==> config.mk <==
export PLATFORM = sky130hd
export DESIGN_NAME = fifo_reader
export DESIGN_NICKNAME = d
export VERILOG_FILES = /design/src/rtl/fifo_reader.sv
export SDC_FILE = /design/constraint.sdc
export NUM_CORES = 1
export LEC_CHECK = 0
export BUFFER_PORTS_ARGS = -buffer_cell sky130_fd_sc_hd__buf_2
export CORE_UTILIZATION = 50
export DETAILED_ROUTE_END_ITERATION = 12
export GPL_TIMING_DRIVEN = 0
export HOLD_SLACK_MARGIN = 0.05
export MAX_ROUTING_LAYER = met4
export PLACE_DENSITY = 0.78
export SLEW_MARGIN = 20
export SYNTH_ARGS = -nofsm -noshare
export SYNTH_HDL_FRONTEND = slang
export SYNTH_SLANG_ARGS = --single-unit
==> constraint.sdc <==
create_clock -name rd_clk_i -period 2.4 [get_ports rd_clk_i]
set_input_delay 0.24 -clock rd_clk_i [delete_from_list [all_inputs] [get_ports rd_clk_i]]
set_output_delay 0.24 -clock rd_clk_i [all_outputs]
set_load 0.03 [all_outputs]
==> src/rtl/fifo_reader.sv <==
// Read-side adapter: pulls words from a FIFO with 1-cycle read latency into a
// 2-entry valid/ready output buffer. Optional FIFO_READER_CNT_EN adds a handshake counter.
module fifo_reader #(
  parameter int unsigned WIDTH = 8
) (
  input  logic             rd_clk_i,
  input  logic             clr_n_i,
  input  logic             fifo_empty_i,
  input  logic [WIDTH-1:0] fifo_rdata_i,
  input  logic             fifo_rd_error_i,
  output logic             fifo_rd_en_o,
  input  logic             flush_i,
  output logic             m_valid_o,
  input  logic             m_ready_i,
  output logic [WIDTH-1:0] m_data_o,
  output logic             err_o
`ifdef FIFO_READER_CNT_EN
  ,
  output logic [15:0]      rd_count_o
`endif
);

  typedef enum logic [1:0] {
    EMPTY = 2'd0,
    ONE   = 2'd1,
    TWO   = 2'd2
  } occ_t;

  occ_t             r_occ;
  logic             r_inflight;
  logic [WIDTH-1:0] r_head;
  logic [WIDTH-1:0] r_tail;
  logic             r_err;
  logic             w_pop;
  logic             w_wr;
  logic [2:0]       w_level;

  assign w_pop   = m_valid_o && m_ready_i;
  assign w_wr    = r_inflight && !flush_i;
  // Occupancy plus the word already on its way, minus the one leaving now.
  assign w_level = {1'b0, r_occ} + {2'b00, r_inflight} - {2'b00, w_pop};

  assign fifo_rd_en_o = clr_n_i && !fifo_empty_i && !flush_i && (w_level < 3'd2);
  assign m_valid_o    = (r_occ != EMPTY);
  assign m_data_o     = r_head;
  assign err_o        = r_err;

  always_ff @(posedge rd_clk_i or negedge clr_n_i) begin
    if (!clr_n_i) begin
      r_occ      <= EMPTY;
      r_inflight <= 1'b0;
      r_head     <= '0;
      r_tail     <= '0;
      r_err      <= 1'b0;
    end else begin
      r_inflight <= fifo_rd_en_o && !fifo_empty_i;
      if (fifo_rd_error_i) begin
        r_err <= 1'b1;
      end
      if (flush_i) begin
        r_occ <= EMPTY;
      end else begin
        unique case (r_occ)
          EMPTY: begin
            if (w_wr) begin
              r_head <= fifo_rdata_i;
              r_occ  <= ONE;
            end
          end
          ONE: begin
            if (w_wr && w_pop) begin
              r_head <= fifo_rdata_i;
            end else if (w_wr) begin
              r_tail <= fifo_rdata_i;
              r_occ  <= TWO;
            end else if (w_pop) begin
              r_occ <= EMPTY;
            end
          end
          TWO: begin
            if (w_pop) begin
              r_head <= r_tail;
              if (w_wr) begin
                r_tail <= fifo_rdata_i;
              end else begin
                r_occ <= ONE;
              end
            end
          end
          default: r_occ <= EMPTY;
        endcase
      end
    end
  end

  // The read gate keeps occupancy + in-flight <= 2, so TWO never sees a write without a pop.
  a_no_overflow: assert property (@(posedge rd_clk_i) disable iff (!clr_n_i)
    !((r_occ == TWO) && w_wr && !w_pop));

`ifdef FIFO_READER_CNT_EN
  logic [15:0] r_count;

  assign rd_count_o = r_count;

  always_ff @(posedge rd_clk_i or negedge clr_n_i) begin
    if (!clr_n_i) begin
      r_count <= '0;
    end else if (w_pop && (r_count != 16'hFFFF)) begin
      r_count <= r_count + 16'd1;
    end
  end
`endif

endmodule

# Word level (Yosys, flattened, before mapping)
# Cells that the tools add are included.
[totals] input_bits=14 word_cells=52 register_bits=20 out_inout_bits=11
[classes] reduce_logical=16 muxes=16 bitwise_logic=1 order_cmp=1 n_eq_ne=11 n_addsub=2
[ops] op="2-to-1 mux 8 bit" n=6
[ops] op="case mux 8 bit (3 select lines)" n=1
[ops] op="case mux 8 bit (2 select lines)" n=1
[ops] op="2-to-1 mux 2 bit" n=7
[ops] op="inequality test 3 bit, second input constant" n=4
[ops] op="AND reduction 5 bit" n=2
[ops] op="inequality test 2 bit, second input constant" n=4
[ops] op="logical AND 1 bit" n=7
[ops] op="case mux 2 bit (3 select lines)" n=1
[ops] op="inequality test 4 bit, second input constant" n=1
[ops] op="AND reduction 4 bit" n=1
[ops] op="nonzero test 2 bit" n=2
[ops] op="adder 2 x 1 -> 3 bit" n=1
[ops] op="< comparator 3 x 2 -> 1 bit, second input constant" n=1
[ops] op="nonzero test 3 bit" n=1
[ops] op="subtractor 3 x 1 -> 3 bit" n=1
[ops] op="== test 2 x 1 -> 1 bit, second input constant" n=1
[ops] op="== test 2 bit, second input constant" n=1
[ops] op="zero test 1 bit" n=2
[ops] op="zero test 2 bit" n=1
[ops] op="NOT 1 bit" n=1

# Longest topological paths before layout
# Gate-level depths: netlist of the first run.
[logic_depth] depth_word=7 ltp_mapped=6 mapped_depth_nobuf=5

# Least setup slack after synthesis of the first run
# Ideal clock, no wire load.
[synth_path] path_kind="reg2out" start="register r_occ[0]" end="output fifo_rd_en_o" required_time_ns=2.160 n_path_buf=1 arrival_ns=2.586 path_slack_ns=-0.426 path_stages_with_launch=7 cell_sequence="dfrtp_1 clkbuf_2 or2_2 and3b_1 fa_1 nand2_1 nor4_1"
[synth_between] elab_chain_cells=5 elab_cells_between_ends=6 classes_between="add/sub (2); order compare (1); reduce/logical (3)"
[synth_lines] element="start: declaration" line_no="29" source="occ_t r_occ;"
[synth_lines] element="start signal: assignment" line_no="50" source="r_occ <= EMPTY;"
[synth_lines] element="start signal: assignment" line_no="61" source="r_occ <= EMPTY;"
[synth_lines] element="start signal: assignment" line_no="67" source="r_occ <= ONE;"
[synth_lines] element="nonzero test 2 bit" line_no="44" source="assign m_valid_o = (r_occ != EMPTY);"
[synth_lines] element="named net m_valid_o" line_no="13" source="output logic m_valid_o,"
[synth_lines] element="logical AND 1 bit" line_no="38" source="assign w_pop = m_valid_o && m_ready_i;"
[synth_lines] element="subtractor 3 x 1 -> 3 bit" line_no="41" source="assign w_level = {1'b0, r_occ} + {2'b00, r_inflight} - {2'b00, w_pop};"
[synth_lines] element="< comparator 3 x 2 -> 1 bit" line_no="43" source="assign fifo_rd_en_o = clr_n_i && !fifo_empty_i && !flush_i && (w_level < 3'd2);"
[synth_lines] element="logical AND 1 bit" line_no="43"
[synth_lines] element="end: declaration" line_no="11" source="output logic fifo_rd_en_o,"
# The timed path passes the listed nets, and every way through them passes these cells.

# Worst setup path in the final report of the first run
[layout_path] start="register r_occ[0]" end="output fifo_rd_en_o"
[layout_between] elab_chain_cells=5 elab_cells_between_ends=6 classes_between="add/sub (2); order compare (1); reduce/logical (3)"
[layout_lines] element="parallel branches: the longest is 2 deep, another holds adder 2 x 1 -> 3 bit"
[layout_lines] element="subtractor 3 x 1 -> 3 bit (*)" line_no="41"
[layout_lines] element="< comparator 3 x 2 -> 1 bit (*)" line_no="43"
[layout_lines] element="logical AND 1 bit (*)" line_no="43"
# Every way passes the cells marked *.

==> impl_metrics.json, run 1 <==
{
  "yosys-top-cells-count": "27 x nand2_1, 20 x dfrtp_1, 16 x mux2_2, 3 x nor2_1",
  "maxSlewViolCount": 0,
  "cp-start-kind": "flip-flop",
  "root_buffer": "clkbuf_4",
  "netlist_instances": 94,
  "die_area_mm2": 0.00225,
  "synth_area_mm2": 0.00103,
  "die_h_um": 47.4,
  "ys.flop_type": "dfrtp_1",
  "reg2regPathDepth": 5,
  "clock_path_buffers": 2,
  "ir_worst_vdd_mv": 0.474,
  "die_x_um": 47.4,
  "slew_headroom_pct": 69.0,
  "setup_viol_count_final": 0,
  "routed_wirelength_mm": 1.87,
  "track_usage_pct": 20.0,
  "status": "completed",
  "placed_area_mm2": 0.00119,
  "place_congestion": 0.708,
  "cts_tree": "built",
  "end_kind": "primary output",
  "vias_per_cell": 5.09,
  "io_buffers": 23,
  "areaGrowthSynthToFinish_pct": 21.0,
  "synth_cell_types": 28,
  "max_freq_mhz": 429,
  "finalInstanceArea_mm2": 0.00125,
  "grt_pass1_wl_mm": 3.01,
  "leakagePower_uw": 0.000626,
  "rsz0062_at_grt": "true",
  "synth_most_common_cell": "nand2_1",
  "fin_skew_ps": 8.41,
  "hold_depth": 2,
  "core_area_mm2": 0.00194,
  "path_class": "flip-flop to primary output",
  "async_reset_ff_share_pct": 100,
  "htreeDepth": 1,
  "wl_per_cell_um": 12.5,
  "min_path_type": "input port to flip-flop",
  "synth_nets": 109,
  "grt_max_degree": 22,
  "antenna_found_initial": 0,
  "worstPathArrival_ps": 2090,
  "drt-initial-drc-count": 14,
  "grt_pass1_vias": 679,
  "fin_crit_ps": 2330,
  "num_antenna_cells": 0,
  "worstPathRequired_ps": 2160,
  "first_pass_iters": 4,
  "cts_made_buffers": 3,
  "synth_warnings": 0,
  "synth_area_leaders": "dfrtp_1 49%, mux2_2 17%, nand2_1 9.8%, a31oi_4 2.1%, fa_1 1.9%",
  "yosys_register_bits": 20,
  "route.vias.total": 759,
  "tightest_slew_ps": 465,
  "worstPathMaxFanout": 2,
  "synth_top_cell_area_share_pct": 48.5,
  "synth_top_area_cell": "dfrtp_1",
  "cellPowerDensity_mw_per_mm2": 670,
  "layout-drive-gt1-share_pct": 46.7,
  "fillers": 180,
  "avgSynthCellArea_um2": 11.0,
  "grt_overflow": 0,
  "nets": 139,
  "initial_utilization_pct": 53.1,
  "synth_edf_count": 0,
  "io_pins": 25,
  "insertion_delay_ps": 290,
  "drv_cap": 0,
  "dpl.hpwl_mm": 1.38,
  "placementRows": 16,
  "hold_viol": 0,
  "ant_nets": 0,
  "clk_pin_slew_ps": 100,
  "finalCritPeriodShare_pct": 97.2,
  "ys_seq_area_share_pct": 48.5,
  "finalSetupTns_ps": 0,
  "drc": 0,
  "clkSinkCount": 20
}
==> area by class of cell <==
cell class	count	area [µm²]	area share (%)
buffer	4	27.5	2.21
clock buffer	3	22.5	1.81
inverter	1	3.75	0.301
multi-input combinational	68	514	41.2
sequential	20	503	40.3
tap	27	33.8	2.71
timing repair buffer	26	143	11.4
==> cells by family (layout without fill, tap and decap cells) <==
group | count (synthesis) | after routing | share of synthesized area (%)
multiplexers | 17 | 17 | 18.4
XOR/XNOR | 2 | 2 | 1.70
adder cells (fa/ha/maj) | 1 | 1 | 1.94
AND/OR/NAND/NOR | 42 | 42 | 20.0
AO/OA/AOI/OAI | 6 | 6 | 5.82
flip-flops | 20 | 20 | 48.5
buffers and inverters | 6 | 34 | 3.52
==> state kept, by name, indices dropped and copies added, names as in the netlist <==
signal and count:
r_tail 8, r_inflight 1, m_data_o 8, err_o 1, r_occ 2
==> routing by layer <==
metal  part of all wire (%)  global-route usage, %  vias to the layer above
met5                      0                      -                        -
met4                   0.54                   5.14                        0
met3                    2.8                   3.40                        2
met2                     54                   32.6                       13
met1                     43                   26.0                      372
li1                       -                      -                      372
==> path summary, 6_finish.rpt <==
kind	to	startpoint	slack [ps]
min in group asynchronous	m_data_o[4]	clr_n_i	420
worst min register to register	err_o	err_o	480
worst max register to register	r_inflight	r_occ[0]	650
worst min-delay path	err_o	fifo_rd_error_i	140
worst max-delay path	fifo_rd_en_o	r_occ[0]	70
max in group asynchronous	r_occ[1]	clr_n_i	1630
==> repair_timing <==
item | in CTS | in global routing
buffers inserted | 2 | 0
pin swaps | 0 | 1
gates resized for setup | 5 | 0
hold buffers | 1 | 0
endpoints found under the hold margin | 20 | 0
setup endpoints to repair | 1 | 1
==> worst max-delay path: stages, from the launching register on <==
cell and delay (ps):
dfrtp_2 420, or2_4 240, and3b_1 190, fa_1 490, nand2_2 70, nor4_4 210, buf_4 190
==> placed cells by master (no fill, tap or decap), types with 2 or more instances in the layout <==
cell / n
xor2_1: 2
clkbuf_4: 3
a21oi_1: 2
buf_4: 4
nor2_1: 3
dfrtp_2: 2
buf_2: 23
mux2_2: 16
nand2_1: 26
dfrtp_1: 18
==> report_power, final <==
part           internal (µW)  total, µW  switching, µW
clock                   58.3        153           94.4
combinational            100        263            162
sequential               394        420           25.9
==> metrics by stage <==
| step | utilization [%] | setup slack (ps) | power [µW] | hold WS [ps] | cells |
|---|---|---|---|---|---|
| floorplan | - | 67.7 | 606 | -55.6 | 94 |
| detailed placement | 61.5 | 119 | 690 | 214 | 144 |
| global route | 64.2 | -43.2 | 880 | 121 | 149 |
| global placement | 61.5 | 165 | 678 | 215 | 144 |
| CTS | 64.2 | 48.7 | 843 | 134 | 149 |
| finish | 64.2 | 67.2 | 836 | 137 | 149 |
Note: power is estimated with default switching activity, not from simulation.
==> inputs of run 2 (changes only) <==
Settings changed: CORE_UTILIZATION 50 to 46, PLACE_DENSITY 0.78 to 0.76.
Clock period 2.4 ns to 2.1 ns, I/O delays scaled along.
==> impl_metrics.json, run 2 (synthesis results as in run 1) <==
{
  "end_kind": "primary output",
  "cellPowerDensity_mw_per_mm2": 760,
  "wl_met1_um": 818,
  "tightest_slew_ps": 853,
  "drc": 0,
  "status": "complete, but fails checks",
  "pre_cts_ws_ps": -125,
  "placementRows": 16,
  "worstPathArrival_ps": 2160,
  "grt_pass1_vias": 790,
  "hold_viol": 0,
  "die_area_mm2": 0.00243,
  "areaGrowthSynthToFinish_pct": 22.1,
  "fin_skew_ps": 4.96,
  "initial_utilization_pct": 50.5,
  "io_buffers": 23,
  "cts_tree": "built",
  "finalSetupTns_ps": -272,
  "rsz0062_at_grt": "true",
  "violations": "setup timing",
  "clkSinkCount": 20,
  "reg2regPathDepth": 6,
  "worstPathMaxFanout": 2,
  "maxSlewViolCount": 0,
  "place_congestion": 0.815,
  "drv_cap": 0,
  "setup_viol_count_final": 1,
  "leakagePower_uw": 0.000632,
  "die_x_um": 49.3,
  "clk_pin_slew_ps": 100,
  "nets": 140,
  "die_h_um": 49.3,
  "worstPathRequired_ps": 1890,
  "core_area_mm2": 0.00204,
  "cp-start-kind": "flip-flop",
  "path_class": "flip-flop to primary output",
  "vias_per_cell": 5.17,
  "grt_overflow": 0,
  "layout-drive-gt1-share_pct": 47.2,
  "slew_headroom_pct": 42.9,
  "drt-initial-drc-count": 13,
  "wl_per_cell_um": 12.8,
  "grt_max_degree": 21,
  "r2r_slack_ps": 230,
  "ant_nets": 0,
  "dpl.hpwl_mm": 1.36,
  "track_usage_pct": 19.6,
  "hold_depth": 2,
  "final_common_cell": "nand2_1",
  "clock_path_buffers": 2,
  "max_freq_mhz": 422,
  "top_layer": "met4",
  "root_buffer": "clkbuf_4",
  "fin_ws_ps": -272,
  "insertion_delay_ps": 290,
  "min_path_type": "input port to flip-flop",
  "num_antenna_cells": 0,
  "finalCritPeriodShare_pct": 113,
  "route.vias.total": 776,
  "dr_wl_met3_um": 96,
  "io_pins": 25,
  "final_cell_mix": "26 x nand2_1, 23 x buf_2, 18 x dfrtp_1",
  "met2WireLength_um": 978,
  "grt_pass1_wl_mm": 3.42,
  "routed_wirelength_mm": 1.92,
  "ir_worst_vdd_mv": 0.636,
  "cts_made_buffers": 3,
  "fin_crit_ps": 2370,
  "htreeDepth": 1,
  "antenna_found_initial": 0,
  "first_pass_iters": 4
}
run 2: cell types whose count changed in the layout (fill, tap and decap cells not counted), sizes merged:
cell and delta:
buf +1
run 2: report_power, final:
group / switching, µW / internal, µW / total, µW
Sequential: 28.9 / 451 / 480
Clock: 106 / 66.7 / 172
Combinational: 187 / 117 / 304
Total: 321 / 635 / 956
run 2: path summary, 6_finish.rpt:
path	end	from
setup / recovery	fifo_rd_en_o	r_occ[1]
hold / removal	r_inflight	fifo_empty_i
setup reg to reg	r_inflight	r_occ[1]
hold reg to reg	err_o	err_o
max in group asynchronous	r_occ[1]	clr_n_i
min in group asynchronous	r_tail[7]	clr_n_i
run 2: cell type report:
type / count / area, µm²
plain buffers: 4 / 31.3
clock buffers: 3 / 22.5
fillers: 194 / 783
inverters: 1 / 3.75
multi-input cells: 68 / 514
flip-flops and latches: 20 / 503
well taps: 27 / 33.8
repair buffers: 27 / 150
run 2: timing repair:
| item | 4_1_cts | 5_1_grt |
|---|---|---|
| gates resized for setup | 3 | 1 |
| endpoints found under the hold margin | 20 | 0 |
| pin swaps | 2 | 2 |
| hold buffers | 1 | 0 |
| endpoints found under the setup margin | 1 | 1 |
| cloned | 0 | 0 |
| setup buffers | 3 | 0 |
run 2: routing by layer:
metal,up-vias,GRT usage (%)
li1,368,-
met1,377,22.0
met2,27,33.1
met3,4,4.98
met4,0,7.35
met5,-,-
run 2: metrics by stage:
stage / power [µW] / cells / utilization (%) / hold slack, ps / cell area [µm²]
floorplan: 696 / 94 / - / -85.6 / 1060
global placement: 779 / 144 / 59.2 / 185 / 1210
CTS: 968 / 150 / 61.5 / 103 / 1250
detailed placement: 792 / 144 / 59.2 / 188 / 1210
finish: 956 / 150 / 61.6 / 110 / 1260
global route: 1010 / 150 / 61.6 / 96.4 / 1260
run 2: critical path, stage by stage (launching register included):
cell	delay, ps
dfrtp_2	430
or2_4	250
and3b_1	170
fa_1	500
nand2_2	80
nor4_4	250
buf_4	200
==> inputs of run 3 (changes only) <==
Settings changed: CORE_UTILIZATION 46 to 35, CTS_BUF_LIST set to sky130_fd_sc_hd__clkbuf_8, PLACE_DENSITY 0.76 to 0.61.
==> impl_metrics.json, run 3 (synthesis results as in run 1) <==
{
  "grt_overflow": 0,
  "antenna_found_initial": 0,
  "root_buffer": "clkbuf_8",
  "startpoint": "r_occ[0]",
  "insertion_delay_ps": 260,
  "wl_per_cell_um": 12.9,
  "pre_cts_ws_ps": -125,
  "worstPathArrival_ps": 2070,
  "maxSlewViolCount": 0,
  "ant_nets": 0,
  "reg2reg_to": "r_inflight",
  "path_class": "flip-flop to primary output",
  "io_pins": 25,
  "die_h_um": 56.3,
  "hold_viol": 0,
  "rsz0062_at_grt": "true",
  "min_path_type": "input port to flip-flop",
  "nets": 140,
  "final_cell_mix": "26 x nand2_1, 23 x buf_2, 18 x dfrtp_1",
  "fin_crit_ps": 2280,
  "r2r_start": "r_occ[0]",
  "core_area_mm2": 0.00278,
  "clk_pin_slew_ps": 80,
  "cts_made_buffers": 3,
  "die_x_um": 56.3,
  "violations": "setup timing",
  "die_area_mm2": 0.00317,
  "worstPathMaxFanout": 2,
  "cts_tree": "built",
  "cp-start-kind": "flip-flop",
  "crit_end": "fifo_rd_en_o",
  "areaGrowthSynthToFinish_pct": 26.5,
  "cellPowerDensity_mw_per_mm2": 827,
  "hold_depth": 2,
  "slew_headroom_pct": 39.5,
  "tightest_slew_ps": 904,
  "timing.hold.ws_ps": 138,
  "dpl.hpwl_mm": 1.38,
  "grt_max_degree": 21,
  "track_usage_pct": 15.8,
  "status": "complete, but fails checks",
  "totalPowerFinal_uw": 1080,
  "end_kind": "primary output",
  "finalCritPeriodShare_pct": 109,
  "place_congestion": 0.707,
  "final_common_cell": "nand2_1",
  "clkSinkCount": 20,
  "grt_pass1_vias": 799,
  "layout-drive-gt1-share_pct": 48.4,
  "crit_path_top_delay_cell": "fa_1",
  "setup_viol_count_final": 1,
  "clock_path_buffers": 2,
  "num_antenna_cells": 0,
  "leakagePower_uw": 0.000648,
  "drt-initial-drc-count": 7,
  "fin_skew_ps": 6.74,
  "placementRows": 19,
  "htreeDepth": 1,
  "grt_pass1_wl_mm": 3.66,
  "max_freq_mhz": 439,
  "reg2regPathDepth": 6,
  "fin_ws_ps": -180,
  "vias_per_cell": 5.03,
  "ir_worst_vdd_mv": 0.486,
  "io_buffers": 23,
  "routed_wirelength_mm": 2.01,
  "initial_utilization_pct": 37.1,
  "drv_cap": 0,
  "drc": 0,
  "first_pass_iters": 4,
  "worstPathRequired_ps": 1890,
  "path_cells": "or2_4 -> and3b_1 -> fa_1 -> nand2_2 -> nor4_4 -> buf_4",
  "cpPeakStageDelay_ps": 490,
  "r2r_slack_ps": 240,
  "route.vias.total": 780
}
run 3: cell types whose count changed in the layout (fill, tap and decap cells not counted):
| cell | change |
|---|---|
| xor2_2 | +1 |
| clkbuf_8 | +4 |
| clkbuf_4 | -3 |
| xor2_1 | -1 |
run 3: per-layer routing:
layer,up-vias,wire length [µm],global-route usage [%]
li1,374,-,-
met1,381,930,19.1
met2,20,964,25.7
met3,5,78,3.46
met4,0,32,6.27
met5,-,0,-
run 3: area by class of cell:
cell class	count	area, µm²
multi-input cells	68	522
fillers	274	1480
plain buffers	4	31.3
clock buffers	4	55.1
repair buffers	27	150
well taps	31	38.8
flip-flops and latches	20	503
inverters	1	3.75
run 3: critical path, delay by kind of cell, from the launching register on:
family        cells  cell delay [ps]
simple gates      4              720
flops             1              400
buf+inv           1              190
fa+ha+maj         1              490
run 3: worst min path at each step:
stage	start	endpoint	slack, ps
after floorplan	clr_n_i	err_o	-90
after global placement	clr_n_i	r_inflight	200
after detailed placement	clr_n_i	r_occ[0]	210
after CTS	fifo_rd_error_i	err_o	130
after global routing	fifo_rd_error_i	err_o	140
final	fifo_rd_error_i	err_o	140
run 3: what timing repair did:
action / 4_1_cts / 5_1_grt
hold buffers: 1 / 0
pin swaps: 3 / 3
setup endpoints to repair: 1 / 1
gates resized for setup: 3 / 2
setup buffers: 2 / 1
hold endpoints to repair: 20 / 0
run 3: power by group:
group	switching, µW	total, µW	internal [µW]
Combinational	187	304	118
Sequential	29.7	481	451
Clock	126	293	167
run 3: stage by stage:
| stage | util (%) | instance area (µm²) | setup TNS, ps | instances |
|---|---|---|---|---|
| final | 46.9 | 1300 | -180 | 155 |
| after global placement | 43.6 | 1210 | -93.7 | 148 |
| after floorplan | - | 1060 | -110 | 94 |
| after detailed placement | 43.6 | 1210 | -125 | 148 |
| after global routing | 46.9 | 1300 | -257 | 155 |
| after CTS | 46.2 | 1280 | -227 | 154 |
